### src/rtl/fp_pkg.sv
// Shared floating-point constants, state encoding and classification helpers
// for the sequential single-precision squarer.
package fp_pkg;

    localparam int          FP_BIAS     = 127;
    localparam logic [31:0] FP_QNAN     = 32'h7FC0_0000;
    localparam logic [31:0] FP_PINF     = 32'h7F80_0000;
    localparam logic [31:0] FP_ZERO     = 32'h0000_0000;
    localparam logic [7:0]  FP_EXP_ZERO = 8'h00;
    localparam logic [7:0]  FP_EXP_MAX  = 8'hFF;

    typedef enum logic [1:0] {
        ST_IDLE = 2'd0,
        ST_MUL  = 2'd1,
        ST_NORM = 2'd2,
        ST_DONE = 2'd3
    } sq_state_t;

    function automatic logic fp_is_special(input logic [7:0] exp_f);
        return (exp_f == FP_EXP_ZERO) || (exp_f == FP_EXP_MAX);
    endfunction

    // Square of a zero/denormal/Inf/NaN operand; the sign is always dropped.
    function automatic logic [31:0] fp_special_square(input logic [31:0] op);
        logic [31:0] res;
        if (op[30:23] == FP_EXP_ZERO) begin
            res = FP_ZERO;
        end else if (op[22:0] != 23'd0) begin
            res = FP_QNAN;
        end else begin
            res = FP_PINF;
        end
        return res;
    endfunction

endpackage

### src/rtl/mant_mul_seq.sv
// Radix-2 shift-add multiplier that squares a W-bit significand, one
// multiplier bit per clock; done is high during the final accumulation cycle.
module mant_mul_seq
    import fp_pkg::*;
#(
    parameter int W = 24
) (
    input  logic           clk,
    input  logic           reset,
    input  logic           start,
    input  logic [W-1:0]   mant,
    output logic           done,
    output logic [2*W-1:0] acc
);
    localparam int CNT_W = $clog2(W);

    logic [W-1:0]     mant_r;
    logic [2*W-1:0]   acc_r;
    logic [2*W-1:0]   addend_s;
    logic [CNT_W-1:0] cnt_r;
    logic             busy_r;

    // Partial product for the current multiplier bit.
    always_comb begin
        addend_s = {(2*W){1'b0}};
        if (mant_r[cnt_r]) begin
            addend_s = {{W{1'b0}}, mant_r} << cnt_r;
        end else begin
            addend_s = {(2*W){1'b0}};
        end
    end

    // Iteration state: operand, accumulator and bit counter.
    always_ff @(posedge clk) begin
        if (reset) begin
            mant_r <= {W{1'b0}};
            acc_r  <= {(2*W){1'b0}};
            cnt_r  <= {CNT_W{1'b0}};
            busy_r <= 1'b0;
        end else if (start) begin
            mant_r <= mant;
            acc_r  <= {(2*W){1'b0}};
            cnt_r  <= {CNT_W{1'b0}};
            busy_r <= 1'b1;
        end else if (busy_r) begin
            acc_r <= acc_r + addend_s;
            if (cnt_r == CNT_W'(W - 1)) begin
                busy_r <= 1'b0;
            end else begin
                cnt_r <= cnt_r + CNT_W'(1);
            end
        end else begin
            busy_r <= 1'b0;
        end
    end

    assign done = busy_r && (cnt_r == CNT_W'(W - 1));
    assign acc  = acc_r;

endmodule

### src/rtl/fp_square_seq.sv
// Sequential IEEE-754 single-precision squarer with valid/ready handshakes.
// Define FP_SQUARE_ROUND_NEAREST_EN for round-to-nearest-even (default truncates).
module fp_square_seq
    import fp_pkg::*;
#(
    parameter int MANT_W = 24,
    parameter int EXP_W  = 8,
    parameter int BIAS   = FP_BIAS
) (
    input  logic        clk,
    input  logic        reset,
    input  logic        in_valid,
    output logic        in_ready,
    input  logic [31:0] a_operand,
    output logic        out_valid,
    input  logic        out_ready,
    output logic [31:0] solution,
    output logic        overflow,
    output logic        underflow
);
    localparam int ACC_W = 2 * MANT_W;
    localparam int E_W   = EXP_W + 2;
    localparam logic signed [E_W-1:0] EXP_OVF_C = E_W'((1 << EXP_W) - 1);

    sq_state_t          state_r, state_next_s;
    logic [EXP_W-1:0]   exp_r, exp_next_s;
    logic [31:0]        solution_r, solution_next_s;
    logic               overflow_r, overflow_next_s;
    logic               underflow_r, underflow_next_s;
    logic               out_valid_r, out_valid_next_s;
    logic               in_ready_r;
    logic               mul_start_s, mul_done_s;
    logic [ACC_W-1:0]   mul_acc_s;
    logic signed [E_W-1:0] norm_exp_s;
    logic [MANT_W-2:0]  norm_frac_s;
    logic [31:0]        norm_result_s;
    logic               norm_ovf_s, norm_unf_s;

    mant_mul_seq #(.W(MANT_W)) u_mul (
        .clk   (clk),
        .reset (reset),
        .start (mul_start_s),
        .mant  ({1'b1, a_operand[MANT_W-2:0]}),
        .done  (mul_done_s),
        .acc   (mul_acc_s)
    );

`ifdef FP_SQUARE_ROUND_NEAREST_EN
    logic norm_guard_s, norm_sticky_s, norm_carry_s;
`else
    logic unused_acc_s;
    assign unused_acc_s = ^mul_acc_s[MANT_W-2:0];
`endif

    // Exponent rebias, product normalisation, optional rounding and range limits.
    always_comb begin
        norm_exp_s = $signed({1'b0, exp_r, 1'b0}) - $signed(E_W'(BIAS));
        if (mul_acc_s[ACC_W-1]) begin
            norm_exp_s  = norm_exp_s + $signed(E_W'(1));
            norm_frac_s = mul_acc_s[ACC_W-2 -: MANT_W-1];
        end else begin
            norm_frac_s = mul_acc_s[ACC_W-3 -: MANT_W-1];
        end
`ifdef FP_SQUARE_ROUND_NEAREST_EN
        norm_carry_s = 1'b0;
        if (mul_acc_s[ACC_W-1]) begin
            norm_guard_s  = mul_acc_s[MANT_W-1];
            norm_sticky_s = |mul_acc_s[MANT_W-2:0];
        end else begin
            norm_guard_s  = mul_acc_s[MANT_W-2];
            norm_sticky_s = |mul_acc_s[MANT_W-3:0];
        end
        if (norm_guard_s && (norm_sticky_s || norm_frac_s[0])) begin
            {norm_carry_s, norm_frac_s} = {1'b0, norm_frac_s} + MANT_W'(1);
        end else begin
            norm_carry_s = 1'b0;
        end
        // A carry out of the fraction leaves it zero and bumps the exponent.
        if (norm_carry_s) begin
            norm_exp_s = norm_exp_s + $signed(E_W'(1));
        end else begin
            norm_exp_s = norm_exp_s;
        end
`endif
        norm_ovf_s    = 1'b0;
        norm_unf_s    = 1'b0;
        norm_result_s = {1'b0, norm_exp_s[EXP_W-1:0], norm_frac_s};
        if (norm_exp_s >= EXP_OVF_C) begin
            norm_result_s = FP_PINF;
            norm_ovf_s    = 1'b1;
        end else if (norm_exp_s <= $signed({E_W{1'b0}})) begin
            norm_result_s = FP_ZERO;
            norm_unf_s    = 1'b1;
        end else begin
            norm_ovf_s = 1'b0;
        end
    end

    // Handshake FSM next-state and output-register next values.
    always_comb begin
        state_next_s     = state_r;
        exp_next_s       = exp_r;
        solution_next_s  = solution_r;
        overflow_next_s  = overflow_r;
        underflow_next_s = underflow_r;
        out_valid_next_s = out_valid_r;
        mul_start_s      = 1'b0;
        case (state_r)
            ST_IDLE: begin
                if (in_valid) begin
                    exp_next_s = a_operand[30 -: EXP_W];
                    if (fp_is_special(a_operand[30 -: EXP_W])) begin
                        solution_next_s  = fp_special_square(a_operand);
                        overflow_next_s  = 1'b0;
                        underflow_next_s = 1'b0;
                        out_valid_next_s = 1'b1;
                        state_next_s     = ST_DONE;
                    end else begin
                        mul_start_s  = 1'b1;
                        state_next_s = ST_MUL;
                    end
                end else begin
                    state_next_s = ST_IDLE;
                end
            end
            ST_MUL: begin
                if (mul_done_s) begin
                    state_next_s = ST_NORM;
                end else begin
                    state_next_s = ST_MUL;
                end
            end
            ST_NORM: begin
                solution_next_s  = norm_result_s;
                overflow_next_s  = norm_ovf_s;
                underflow_next_s = norm_unf_s;
                out_valid_next_s = 1'b1;
                state_next_s     = ST_DONE;
            end
            ST_DONE: begin
                if (out_ready) begin
                    out_valid_next_s = 1'b0;
                    overflow_next_s  = 1'b0;
                    underflow_next_s = 1'b0;
                    state_next_s     = ST_IDLE;
                end else begin
                    state_next_s = ST_DONE;
                end
            end
            default: begin
                state_next_s = ST_IDLE;
            end
        endcase
    end

    // State and registered outputs.
    always_ff @(posedge clk) begin
        if (reset) begin
            state_r     <= ST_IDLE;
            exp_r       <= {EXP_W{1'b0}};
            solution_r  <= FP_ZERO;
            overflow_r  <= 1'b0;
            underflow_r <= 1'b0;
            out_valid_r <= 1'b0;
            in_ready_r  <= 1'b1;
        end else begin
            state_r     <= state_next_s;
            exp_r       <= exp_next_s;
            solution_r  <= solution_next_s;
            overflow_r  <= overflow_next_s;
            underflow_r <= underflow_next_s;
            out_valid_r <= out_valid_next_s;
            in_ready_r  <= (state_next_s == ST_IDLE);
        end
    end

    assign in_ready  = in_ready_r;
    assign out_valid = out_valid_r;
    assign solution  = solution_r;
    assign overflow  = overflow_r;
    assign underflow = underflow_r;

endmodule

### config.mk
export PLATFORM = sky130hd
export DESIGN_NAME = fp_square_seq
export DESIGN_NICKNAME = d
export VERILOG_FILES = /design/src/rtl/fp_pkg.sv /design/src/rtl/mant_mul_seq.sv /design/src/rtl/fp_square_seq.sv
export SDC_FILE = /design/constraint.sdc
export NUM_CORES = 1
export LEC_CHECK = 0
export BUFFER_PORTS_ARGS = -buffer_cell sky130_fd_sc_hd__buf_2
export CAP_MARGIN = 20
export CORE_MARGIN = 2
export CORE_UTILIZATION = 30
export CTS_BUF_LIST = sky130_fd_sc_hd__clkbuf_16
export DETAILED_ROUTE_END_ITERATION = 7
export GPL_TIMING_DRIVEN = 0
export PLACE_DENSITY = 0.44
export SYNTH_ARGS = -nofsm -noshare
export SYNTH_HDL_FRONTEND = slang
export SYNTH_SLANG_ARGS = --single-unit
### constraint.sdc
create_clock -name clk -period 8.2 [get_ports clk]
set_clock_uncertainty 0.05 [all_clocks]
set_input_delay 1.23 -clock clk [delete_from_list [all_inputs] [get_ports clk]]
set_output_delay 1.23 -clock clk [all_outputs]
set_load 0.005 [all_outputs]
==> Implementation_results.wiki <==
{| class="wikitable"
! Metric !! Value
|-
| Mean Syn Cell Area || 7.59 µm²
|-
| Initial antenna violation count || 0
|-
| Post-Synthesis Net Count || 1,320
|-
| Residual overflow from global routing || 0
|-
| Unrepaired setup endpoints after global routing || false
|-
| Number of flops mapped to enable cells by yosys || 0
|-
| Max-Slew Margin vs Limit || 0.349
|-
| Total count of max-transition violations in the final report || 0
|-
| Cell count after placement || 1,694
|-
| Combinational Power Share || 0.113
|-
| Critical Path Max Stage Delay || 0.57 ns
|-
| Commonest cells after routing, fill and taps aside || sky130_fd_sc_hd__nor2_1 (176), sky130_fd_sc_hd__nand2_1 (143), sky130_fd_sc_hd__a21oi_1 (124), sky130_fd_sc_hd__dfxtp_1 (123), sky130_fd_sc_hd__buf_2 (77)
|-
| Worst Path Max Fanout || 10
|-
| Warnings from Yosys || 0
|-
| Total stage count of the critical path || 20
|-
| DR DRC count || 0
|-
| Portion of the post-synthesis area used by sequential elements || 0.264
|-
| First-pass GRT wire length || 49,400 µm
|-
| Total Die Area || 0.0326 mm²
|-
| Outcome || finished clean
|-
| Switching Fraction || 0.314
|-
| Core Area || 0.0306 mm²
|-
| Layout Cell Area excl Fill || 0.0108 mm²
|-
| Per-cell routed wire length || 17.9 µm
|-
| IO buf count || 68
|-
| Worst hold path class || flop to flop
|-
| Portion of the clock cycle consumed by the worst path in the final layout || 0.723
|-
| Fraction of layout instances using a drive strength above 1 || 0.130
|-
| Via count of the first global-routing pass || 8,759
|-
| Top FF cell, synth || sky130_fd_sc_hd__dfxtp_1
|-
| Number of buffers inserted to repair setup after CTS || 0
|-
| Cts bufs inserted || 17
|-
| Number of cells produced by synthesis || 1,230
|-
| Net switching component of the power || 0.000490 W
|-
| WP data required || 8.45 ns
|-
| Netlist Area Pre-Place || 0.00934 mm²
|-
| Clk sink count || 123
|-
| Fill cells || 3,366
|-
| Placed wire-length estimate after detailed placement || 24,200 µm
|-
| Area of the multi-input gates || 0.00643 mm²
|-
| Total wire length || 30,900 µm
|-
| Detailed-route via count || 9,000
|-
| Layout overhead on the synthesized area || 15.1%
|-
| Share of synthesized flip-flops with an asynchronous set or reset || 0
|-
| Total Power || 0.00156 W
|-
| Power share of the clock group || 0.487
|-
| Routability Congestion || 0.879
|-
| Final Critical Period || 5.93 ns
|-
| Cell internal pwr || 0.00107 W
|-
| Setup Crit Path Kind || flop to flop
|-
| Number of nets at the end of the flow || 1,407
|-
| Final-report hold violation count || 0
|-
| Iter 0 DRT Violations || 552
|-
| Power per Cell Area || 145 mW/mm²
|-
| Total cell area at the placement stage || 0.0102 mm²
|-
| Nature of the critical path endpoint || flop
|-
| Clock transition time at the flip-flop clock pins of the worst setup and hold paths || 0.07 ns
|-
| Level count of the clock H-tree || 4
|-
| Final setup violation count || 0
|-
| Sequential cell fraction of total power || 0.399
|-
| CP arrival || 6.18 ns
|-
| CTS Root Buffer Type || sky130_fd_sc_hd__clkbuf_16
|-
| Worst-margin pin slew || 0.977 ns
|-
| Height of the die || 180 µm
|-
| Most frequent standard cell in the layout excluding fill and tap cells || sky130_fd_sc_hd__nor2_1
|-
| Overall routing resource usage || 0.190
|-
| Worst Setup Start Kind || flop
|-
| Cells along the critical path || buf_2 > clkbuf_1 > clkbuf_1 > a21oi_1 > nand2_1 > o21ai_0 > o21ai_0 > nor2_1 > a21oi_1 > nor2_1 > ha_1 > clkbuf_1 > nand4_1 > or4_1 > a211oi_1 > o31ai_2 > nor4_1 > o21ai_0 > xnor2_1 > nor2_1
|-
| Worst-case clock buffer depth || 2
|-
| Number of distinct library cell variants in the gate-level netlist after synthesis || 75
|-
| Diodes inserted || 0
|-
| Clock tree from TritonCTS || done
|-
| Hold_buf cts || 0
|-
| Post-detailed-route via-to-cell ratio || 5.21
|-
| DRT Pass-1 Iters || 5
|-
| Total negative slack || 0 ns
|-
| Cell depth of the worst flop-to-flop path || 20
|-
| Upper clock frequency limit || 0.169 GHz
|-
| Worst hold path stage count || 2
|-
| Crit path max-delay family || compound AO/OA/AOI/OAI gates
|-
| Synth Register Bits || 123
|-
| # Max-Cap Violations || 0
|-
| Area taken by flip-flops and latches || 0.00246 mm²
|-
| Post-CTS Resized || 0
|-
| Final ANT Viol Nets || 0
|-
| Buf+Inv Stages, Crit Path || 4
|-
| Starting density of the core || 0.305
|-
| Final non-filler cell total || 1,726
|-
| Die X || 180 µm
|-
| # IOs || 72
|-
| Latest clock arrival within the worst-skew pair || 0.44 ns
|-
| Peak supply drop || 144 µV
|-
| Leakage || 4.31 nW
|-
| Row cnt || 64
|-
| Largest net degree at the start of global routing || 17
|-
| Critical path's slowest cell || sky130_fd_sc_hd__a211oi_1
|}
## worst reg2reg max path: stages (launching register included)
cell and delay, ns:
sky130_fd_sc_hd__dfxtp_1 0.49, sky130_fd_sc_hd__buf_2 0.35, sky130_fd_sc_hd__clkbuf_1 0.42, sky130_fd_sc_hd__clkbuf_1 0.50, sky130_fd_sc_hd__a21oi_1 0.19, sky130_fd_sc_hd__nand2_1 0.11
sky130_fd_sc_hd__o21ai_0 0.14, sky130_fd_sc_hd__o21ai_0 0.45, sky130_fd_sc_hd__nor2_1 0.08, sky130_fd_sc_hd__a21oi_1 0.13, sky130_fd_sc_hd__nor2_1 0.09, sky130_fd_sc_hd__ha_1 0.29
sky130_fd_sc_hd__clkbuf_1 0.31, sky130_fd_sc_hd__nand4_1 0.17, sky130_fd_sc_hd__or4_1 0.53, sky130_fd_sc_hd__a211oi_1 0.57, sky130_fd_sc_hd__o31ai_2 0.23, sky130_fd_sc_hd__nor4_1 0.28
sky130_fd_sc_hd__o21ai_0 0.17, sky130_fd_sc_hd__xnor2_1 0.20, sky130_fd_sc_hd__nor2_1 0.05
## path summary, 6_finish.rpt
path | from | endpoint | slack (ns)
max | u_mul.cnt_r[0] | u_mul.acc[47] | 2.27
min | exp_r[7] | exp_r[7] | 0.41
max reg2reg | u_mul.cnt_r[0] | u_mul.acc[47] | 2.27
min reg2reg | exp_r[7] | exp_r[7] | 0.41
## per-stage QoR
stage | hold WS (ns) | util | setup WS, ns
2_1_floorplan | 0.386 | - | 3.67
3_5_place_dp | 0.403 | 0.333 | 2.36
3_3_place_gp | 0.400 | 0.333 | 2.33
5_1_grt | 0.443 | 0.351 | 1.80
4_1_cts | 0.411 | 0.351 | 2.35
6_report | 0.409 | 0.351 | 2.27
## cell usage after synthesis (all sizes together), types with 28 or more instances
| cell | n | area share |
|---|---|---|
| o21ai | 61 | 0.033 |
| a21oi | 125 | 0.067 |
| dfxtp | 123 | 0.26 |
| a21o | 29 | 0.023 |
| ha | 53 | 0.071 |
| mux2 | 43 | 0.052 |
| nor2 | 176 | 0.071 |
| nand2 | 143 | 0.057 |
| nand3 | 29 | 0.016 |
| xnor2 | 28 | 0.026 |
| mux2i | 59 | 0.063 |
| clkbuf | 67 | 0.027 |
## cell type report
cell class / count / share of cell area
buffer: 87 / 0.0322
clock buffer: 17 / 0.0396
clock inverter: 15 / 0.0141
inverter: 25 / 0.00873
multi-input combinational: 995 / 0.599
sequential: 123 / 0.229
tap: 396 / 0.0461
timing repair buffer: 68 / 0.0317
## metal layers
layer / vias to the layer above / GRT usage / routed length [µm] / part of all wire
met4: 0 / 0.0387 / 278 / 0.0090
li1: 4593 / - / - / -
met5: - / 0 / 0 / 0
met3: 19 / 0.0323 / 1200 / 0.039
met2: 148 / 0.305 / 13900 / 0.45
met1: 4240 / 0.268 / 15500 / 0.50
## power by group through the flow
stage	Sequential (W)	Clock, W	Combinational (W)
finish	0.000625	0.000762	0.000177
global placement	0.000638	0	0.000177
global route	0.000627	0.000804	0.000196
floorplan	0.000633	0	0.000116
CTS	0.000624	0.000780	0.000177
detailed placement	0.000638	0	0.000177
## state kept, by name, summed over array words and instances, names as in the netlist
| register | cells |
|---|---|
| out_valid | 1 |
| underflow | 1 |
| exp_r | 8 |
| overflow | 1 |
| u_mul.cnt_r | 5 |
| u_mul.mant_r | 24 |
| u_mul.busy_r | 1 |
| state_r | 2 |
| in_ready | 1 |
| u_mul.acc | 48 |
| solution | 31 |
## cell families (layout without fill, tap and decap cells)
group                    count (synthesis)  after routing  synth area share
AND/OR/NAND/NOR                        452            452             0.215
XOR/XNOR                                47             47            0.0441
multiplexers                           108            108             0.130
AO/OA/AOI/OAI                          333            333             0.227
buffers and inverters                  112            212            0.0472
flip-flops                             123            123             0.264
other                                    1              1          0.000402
adder cells (fa/ha/maj)                 54             54            0.0732
Power figures use the tool's default switching activity.
